## src/rtl/bitslip_align_if.sv

```systemverilog
// Bitslip alignment controller bus: training request, aligned word in, bit position
// and status out. master = sequencer/bitslip side, slave = controller.
interface bitslip_align_if #(
  parameter int DATA_BITS = 8,
  parameter int CNT_BITS  = 3
);
  logic                 start;
  logic [DATA_BITS-1:0] din;
  logic [CNT_BITS-1:0]  bitpos;
  logic                 busy;
  logic                 locked;
  logic                 fail;
  logic                 lock_lost;

  modport master (output start, din, input bitpos, busy, locked, fail, lock_lost);
  modport slave  (input start, din, output bitpos, busy, locked, fail, lock_lost);
endinterface

```

## src/rtl/bitslip_align_ctrl.sv

```systemverilog
// Word-alignment training controller: sweeps bitpos, locks on MATCH_CNT consecutive
// training words, watches for loss of lock. ALIGN_RELOCK_EN enables automatic retrain.
module bitslip_align_ctrl #(
  parameter int                   DATA_BITS     = 8,
  parameter int                   CNT_BITS      = 3,
  parameter logic [DATA_BITS-1:0] TRAIN_PATTERN = 8'h5C,
  parameter int                   SETTLE_CYC    = 4,
  parameter int                   MATCH_CNT     = 16,
  parameter int                   LOSS_CNT      = 4,
  parameter int                   MAX_PASSES    = 2
) (
  input  logic          clk,
  input  logic          rst_n,
  bitslip_align_if.slave bus
);
  localparam int CW = $clog2(SETTLE_CYC + MATCH_CNT + LOSS_CNT + 1);
  localparam int PW = $clog2(MAX_PASSES + 1);

  typedef enum logic [2:0] {IDLE, SETTLE, CHECK, NEXT, LOCKED, FAILED} state_t;

  state_t              state, state_n;
  logic [CW-1:0]       cnt, cnt_n;
  logic [PW-1:0]       pass, pass_n;
  logic [CNT_BITS-1:0] bitpos_q, bitpos_n;
  logic                lost_n;
  logic                busy_q, locked_q, fail_q, lost_q;
  logic                match;

  assign match = (bus.din == TRAIN_PATTERN);

  always_comb begin
    state_n  = state;
    cnt_n    = cnt;
    pass_n   = pass;
    bitpos_n = bitpos_q;
    lost_n   = 1'b0;
    case (state)
      IDLE, FAILED: begin
        if (bus.start) begin
          state_n  = SETTLE;
          cnt_n    = '0;
          pass_n   = '0;
          bitpos_n = '0;
        end
      end
      SETTLE: begin
        if (cnt == CW'(SETTLE_CYC - 1)) begin
          state_n = CHECK;
          cnt_n   = '0;
        end else begin
          cnt_n = cnt + CW'(1);
        end
      end
      CHECK: begin
        if (!match) begin
          state_n = NEXT;
          cnt_n   = '0;
        end else if (cnt == CW'(MATCH_CNT - 1)) begin
          state_n = LOCKED;
          cnt_n   = '0;
        end else begin
          cnt_n = cnt + CW'(1);
        end
      end
      NEXT: begin
        state_n = SETTLE;
        cnt_n   = '0;
        if (bitpos_q == CNT_BITS'(DATA_BITS - 1)) begin
          bitpos_n = '0;
          pass_n   = pass + PW'(1);
          if (pass + PW'(1) == PW'(MAX_PASSES)) state_n = FAILED;
        end else begin
          bitpos_n = bitpos_q + CNT_BITS'(1);
        end
      end
      LOCKED: begin
        // start outranks a coincident loss of lock: retrain, no lock_lost pulse
        if (bus.start) begin
          state_n  = SETTLE;
          cnt_n    = '0;
          pass_n   = '0;
          bitpos_n = '0;
        end else if (match) begin
          cnt_n = '0;
        end else if (cnt == CW'(LOSS_CNT - 1)) begin
          lost_n = 1'b1;
          cnt_n  = '0;
`ifdef ALIGN_RELOCK_EN
          state_n = SETTLE;
          pass_n  = '0;
`else
          state_n = IDLE;
`endif
        end else begin
          cnt_n = cnt + CW'(1);
        end
      end
      default: state_n = IDLE;
    endcase
  end

  // Status flags are decoded from the next state so they line up with it.
  always_ff @(posedge clk or negedge rst_n) begin
    if (!rst_n) begin
      state    <= IDLE;
      cnt      <= '0;
      pass     <= '0;
      bitpos_q <= '0;
      busy_q   <= 1'b0;
      locked_q <= 1'b0;
      fail_q   <= 1'b0;
      lost_q   <= 1'b0;
    end else begin
      state    <= state_n;
      cnt      <= cnt_n;
      pass     <= pass_n;
      bitpos_q <= bitpos_n;
      busy_q   <= (state_n == SETTLE) || (state_n == CHECK) || (state_n == NEXT);
      locked_q <= (state_n == LOCKED);
      fail_q   <= (state_n == FAILED);
      lost_q   <= lost_n;
    end
  end

  assign bus.bitpos    = bitpos_q;
  assign bus.busy      = busy_q;
  assign bus.locked    = locked_q;
  assign bus.fail      = fail_q;
  assign bus.lock_lost = lost_q;
endmodule

```

## src/flat_wrapper.sv

```systemverilog
// flat-port wrapper written by rule: the top's interface ports become plain ports
module bitslip_align_ctrl_flat 
#(
  parameter int                   DATA_BITS     = 8,
  parameter int                   CNT_BITS      = 3,
  parameter logic [DATA_BITS-1:0] TRAIN_PATTERN = 8'h5C,
  parameter int                   SETTLE_CYC    = 4,
  parameter int                   MATCH_CNT     = 16,
  parameter int                   LOSS_CNT      = 4,
  parameter int                   MAX_PASSES    = 2
)
  (clk, rst_n, bus_start, bus_din, bus_bitpos, bus_busy, bus_locked, bus_fail, bus_lock_lost);
  bitslip_align_if #(.DATA_BITS(DATA_BITS), .CNT_BITS(CNT_BITS)) bus_i ();
  input  logic clk;
  input  logic rst_n;
  input wire logic [$bits(bus_i.start)-1:0] bus_start;
  input wire logic [$bits(bus_i.din)-1:0] bus_din;
  output wire logic [$bits(bus_i.bitpos)-1:0] bus_bitpos;
  output wire logic [$bits(bus_i.busy)-1:0] bus_busy;
  output wire logic [$bits(bus_i.locked)-1:0] bus_locked;
  output wire logic [$bits(bus_i.fail)-1:0] bus_fail;
  output wire logic [$bits(bus_i.lock_lost)-1:0] bus_lock_lost;
  assign bus_i.start = bus_start;
  assign bus_i.din = bus_din;
  assign bus_bitpos = bus_i.bitpos;
  assign bus_busy = bus_i.busy;
  assign bus_locked = bus_i.locked;
  assign bus_fail = bus_i.fail;
  assign bus_lock_lost = bus_i.lock_lost;
  bitslip_align_ctrl #(.DATA_BITS(DATA_BITS), .CNT_BITS(CNT_BITS), .TRAIN_PATTERN(TRAIN_PATTERN), .SETTLE_CYC(SETTLE_CYC), .MATCH_CNT(MATCH_CNT), .LOSS_CNT(LOSS_CNT), .MAX_PASSES(MAX_PASSES)) u_core (.clk(clk), .rst_n(rst_n), .bus(bus_i));
endmodule
```

## config.mk

```make
export PLATFORM = sky130hd
export DESIGN_NAME = bitslip_align_ctrl_flat
export DESIGN_NICKNAME = d
export VERILOG_FILES = /design/src/rtl/bitslip_align_if.sv /design/src/rtl/bitslip_align_ctrl.sv /design/src/flat_wrapper.sv
export SDC_FILE = /design/constraint.sdc
export NUM_CORES = 1
export LEC_CHECK = 0
export CAP_MARGIN = 20
export CORE_MARGIN = 2
export CORE_UTILIZATION = 23
export DETAILED_ROUTE_END_ITERATION = 10
export PLACE_DENSITY = 0.38
export SLEW_MARGIN = 0
export SYNTH_ARGS = -nofsm -noshare
export SYNTH_HDL_FRONTEND = slang
export SYNTH_SLANG_ARGS = --single-unit
export TNS_END_PERCENT = 10
```

## constraint.sdc

```tcl
create_clock -name clk -period 2.4 [get_ports clk]
set_clock_uncertainty 0.05 [all_clocks]
set_input_delay 0.48 -clock clk [delete_from_list [all_inputs] [get_ports clk]]
set_output_delay 0.48 -clock clk [all_outputs]
set_load 0.02 [all_outputs]
```

==> flow_metrics.tcl <==
set metrics [dict create \
    die_height_um 71.68 \
    syn_area_um2 1054 \
    tritoncts "done" \
    placed_cells 179 \
    gr-total-overflow 0 \
    post-route-drc-count 0 \
    peakVddDrop_uv 293.6 \
    dpl-instance-area_um2 1294 \
    portBuffers 17 \
    grt_pass1_vias 959 \
    gp_congestion 0.7253 \
    synth_seq_cells 17 \
    ys_top_cells_by_area "dfrtp_1 (40%), ha_1 (7.1%), a21oi_1 (6.7%)" \
    regToRegEndpoint "u_core.cnt[3]" \
    grt_max_degree 18 \
    io_pins 18 \
    syn2layout_area_growth_pct 27.20 \
    ff2ff_setup_slack_ns 0.38 \
    r2r_cells 8 \
    final_layout_size_suffix_gt1_frac 0.1527 \
    nNetsFinal 149 \
    p_leak_nw 0.5781 \
    multi_input_area_um2 558.0 \
    cp_data_arrival_time_ns 2.14 \
    min_period_ns 2.024 \
    root_buffer "clkbuf_8" \
    wl_mm 2.663 \
    hold_path.class "flop to flop" \
    worst_slack_ns 0.3759 \
    whs_ns 0.4759 \
    outcome "finished clean" \
    synth_top_cell_area_share 0.4038 \
    dpl.hpwl_mm 1.971 \
    yosys.area_share.xor_xnor 0 \
    die_w_um 71.68 \
    tns_ns 0 \
    rr_startpoint "u_core.cnt[0]" \
    fp.dieArea_um2 5138 \
    diodes 0 \
    cp_max_fo 5 \
    crit_start "u_core.cnt[0]" \
    cts.htree.levels 1 \
    synth_top_family_by_area "simple AND/OR/NAND/NOR gates" \
    synth_common_cells "dfrtp_1 (17), a21oi_1 (14), inv_1 (10), ha_1 (6), nand2_1 (6)" \
    synth_cell_type_count 34 \
    critical_path_class "flop to flop" \
    stdcell_area_um2 1340 \
    grt_antenna_before_repair 0 \
    place_ws_ns 0.2592 \
    yosysMostFrequentCell "dfrtp_1" \
    crit_path_end_kind "flop" \
    final_core_util 0.3057 \
    coreArea_um2 4384 \
    synth_compound_area_frac 0.2138 \
    cts_buffer_depth 2 \
    viasPerCell 5.115 \
    synth-simple-area-share 0.2257 \
    stdcell_count 183 \
    syn_inst 108 \
    grt_pass1_wl_mm 4.636 \
    crit_required_ns 2.52 \
    hold_viol 0 \
    post_cts_buffers 0 \
    fp-row-count 24 \
    register_area_um2 425.4 \
    synth_mux_area_frac 0.01900 \
    synthAdderAreaFrac 0.07126 \
    ys_seq_area_frac 0.4038 \
    path_clk_slew_ns 0.07 \
    grt_usage 0.1150 \
    max_slew_margin 0.7250 \
    fmax_mhz 494.0 \
    wl_per_cell_um 14.55 \
    finalSetupViolCount 0 \
    cp-start-kind "flop" \
    vias 936 \
    fillers 475 \
    yosysWarnings 0 \
    drt_iter0_markers 45 \
    syn_nets 125 \
    postRouteAntennaNets 0 \
    drv_slew 0 \
    postCtsResizedCells 0 \
    async_flop_share 1.000 \
    cap_violations 0 \
    clk_latency_ns 0.26 \
    ys.flop_type "dfrtp_1" \
    rsz0062_at_grt "no" \
    crit_end "u_core.cnt[3]" \
    power.total_mw 1.260 \
    drt_first_pass_iters 4 \
    powerDensity_nw_per_um2 940.1 \
    worstMarginPinSlew_ns 0.4116 \
    syn_avg_cell_area_um2 9.755 \
    start_util 0.2403 \
    synth_edf_count 0 \
    synth_top_area_cell "dfrtp_1" \
    postCtsHoldBufs 0 \
    min_period_over_period 0.8434 \
    cts_buffers 3 \
    clock_sinks 17 \
]
## worst max-delay path, cell delays in order (launching register included)
cell	delay [ns]
dfrtp_1	0.40
ha_1	0.26
nand3_1	0.13
inv_1	0.05
ha_1	0.21
nor4b_1	0.23
a32o_2	0.28
a31oi_2	0.08
o31ai_1	0.23
## state kept, by name, indices dropped and copies added (netlist names)
name                  flops
u_core.bus.locked         1
u_core.cnt                5
u_core.bus.fail           1
u_core.pass               2
u_core.bus.lock_lost      1
u_core.bus.bitpos         3
u_core.state              3
u_core.bus.busy           1
## cell type report
| cell class | count | area share |
|---|---|---|
| multi-input cells | 78 | 0.4164 |
| flip-flops and latches | 17 | 0.3175 |
| repair buffers | 22 | 0.1550 |
| well taps | 52 | 0.04855 |
| clock buffers | 3 | 0.03081 |
| inverters | 10 | 0.02801 |
| clock inverters | 1 | 0.003735 |
## cell families (layout without fill, tap and decap cells)
family,Yosys count,in the layout
AND/OR/NAND/NOR,37,37
AO/OA/AOI/OAI,33,33
flip-flops,17,17
buffers and inverters,13,36
adder cells (fa/ha/maj),6,6
multiplexers,2,2
## metal layers
metal / routed length [µm] / track usage / up-vias
li1: - / - / 451
met1: 1246 / 0.1494 / 452
met2: 1222 / 0.1842 / 27
met3: 151 / 0.02532 / 6
met4: 43 / 0.04822 / 0
met5: 0 / 0 / -
## cells in the final DEF (no fill, tap or decap)
cell type,Yosys,layout
nand3b_1,1,1
clkinv_2,0,1
ha_1,6,6
and4_1,1,1
dfrtp_1,17,17
inv_1,10,10
a31oi_2,1,1
mux2i_1,2,2
clkbuf_8,2,3
a31oi_1,3,3
a32o_2,1,1
a21oi_1,14,14
a311oi_1,2,2
and3_1,1,1
o21ai_1,1,1
nand3_1,5,5
o21ai_0,1,1
nand2_1,6,6
a221oi_2,2,2
nor4b_1,2,2
and3_2,2,2
nor2_1,4,4
nand2b_1,1,1
or4_2,1,1
and2_1,2,2
and2_2,1,1
or4b_4,1,1
clkdlybuf4s50_1,0,17
nor3b_1,3,3
nor2b_1,3,3
a22oi_1,2,2
and4bb_2,2,2
o22ai_1,4,4
o31ai_1,2,2
buf_4,0,5
nor3_1,1,1
## worst min-delay path by stage
stage	start	to	slack, ns	depth (start not counted)
after detailed placement	u_core.cnt[1]	u_core.cnt[1]	0.45	2
after CTS	u_core.cnt[1]	u_core.cnt[1]	0.47	2
final	u_core.cnt[1]	u_core.cnt[1]	0.48	2
after floorplan	rst_n	u_core.bus.bitpos[0]	0.13	0
after global routing	u_core.cnt[1]	u_core.cnt[1]	0.50	2
after global placement	u_core.cnt[1]	u_core.cnt[1]	0.45	2
## report_power, final
group          total, mW  switching (mW)  internal [mW]  leakage [nW]
Clock              0.229           0.113          0.116        0.0255
Combinational      0.584           0.316          0.269         0.329
Sequential         0.447          0.0904          0.356         0.223
Total               1.26           0.519          0.740         0.578
(Power assumes the default switching activity.)
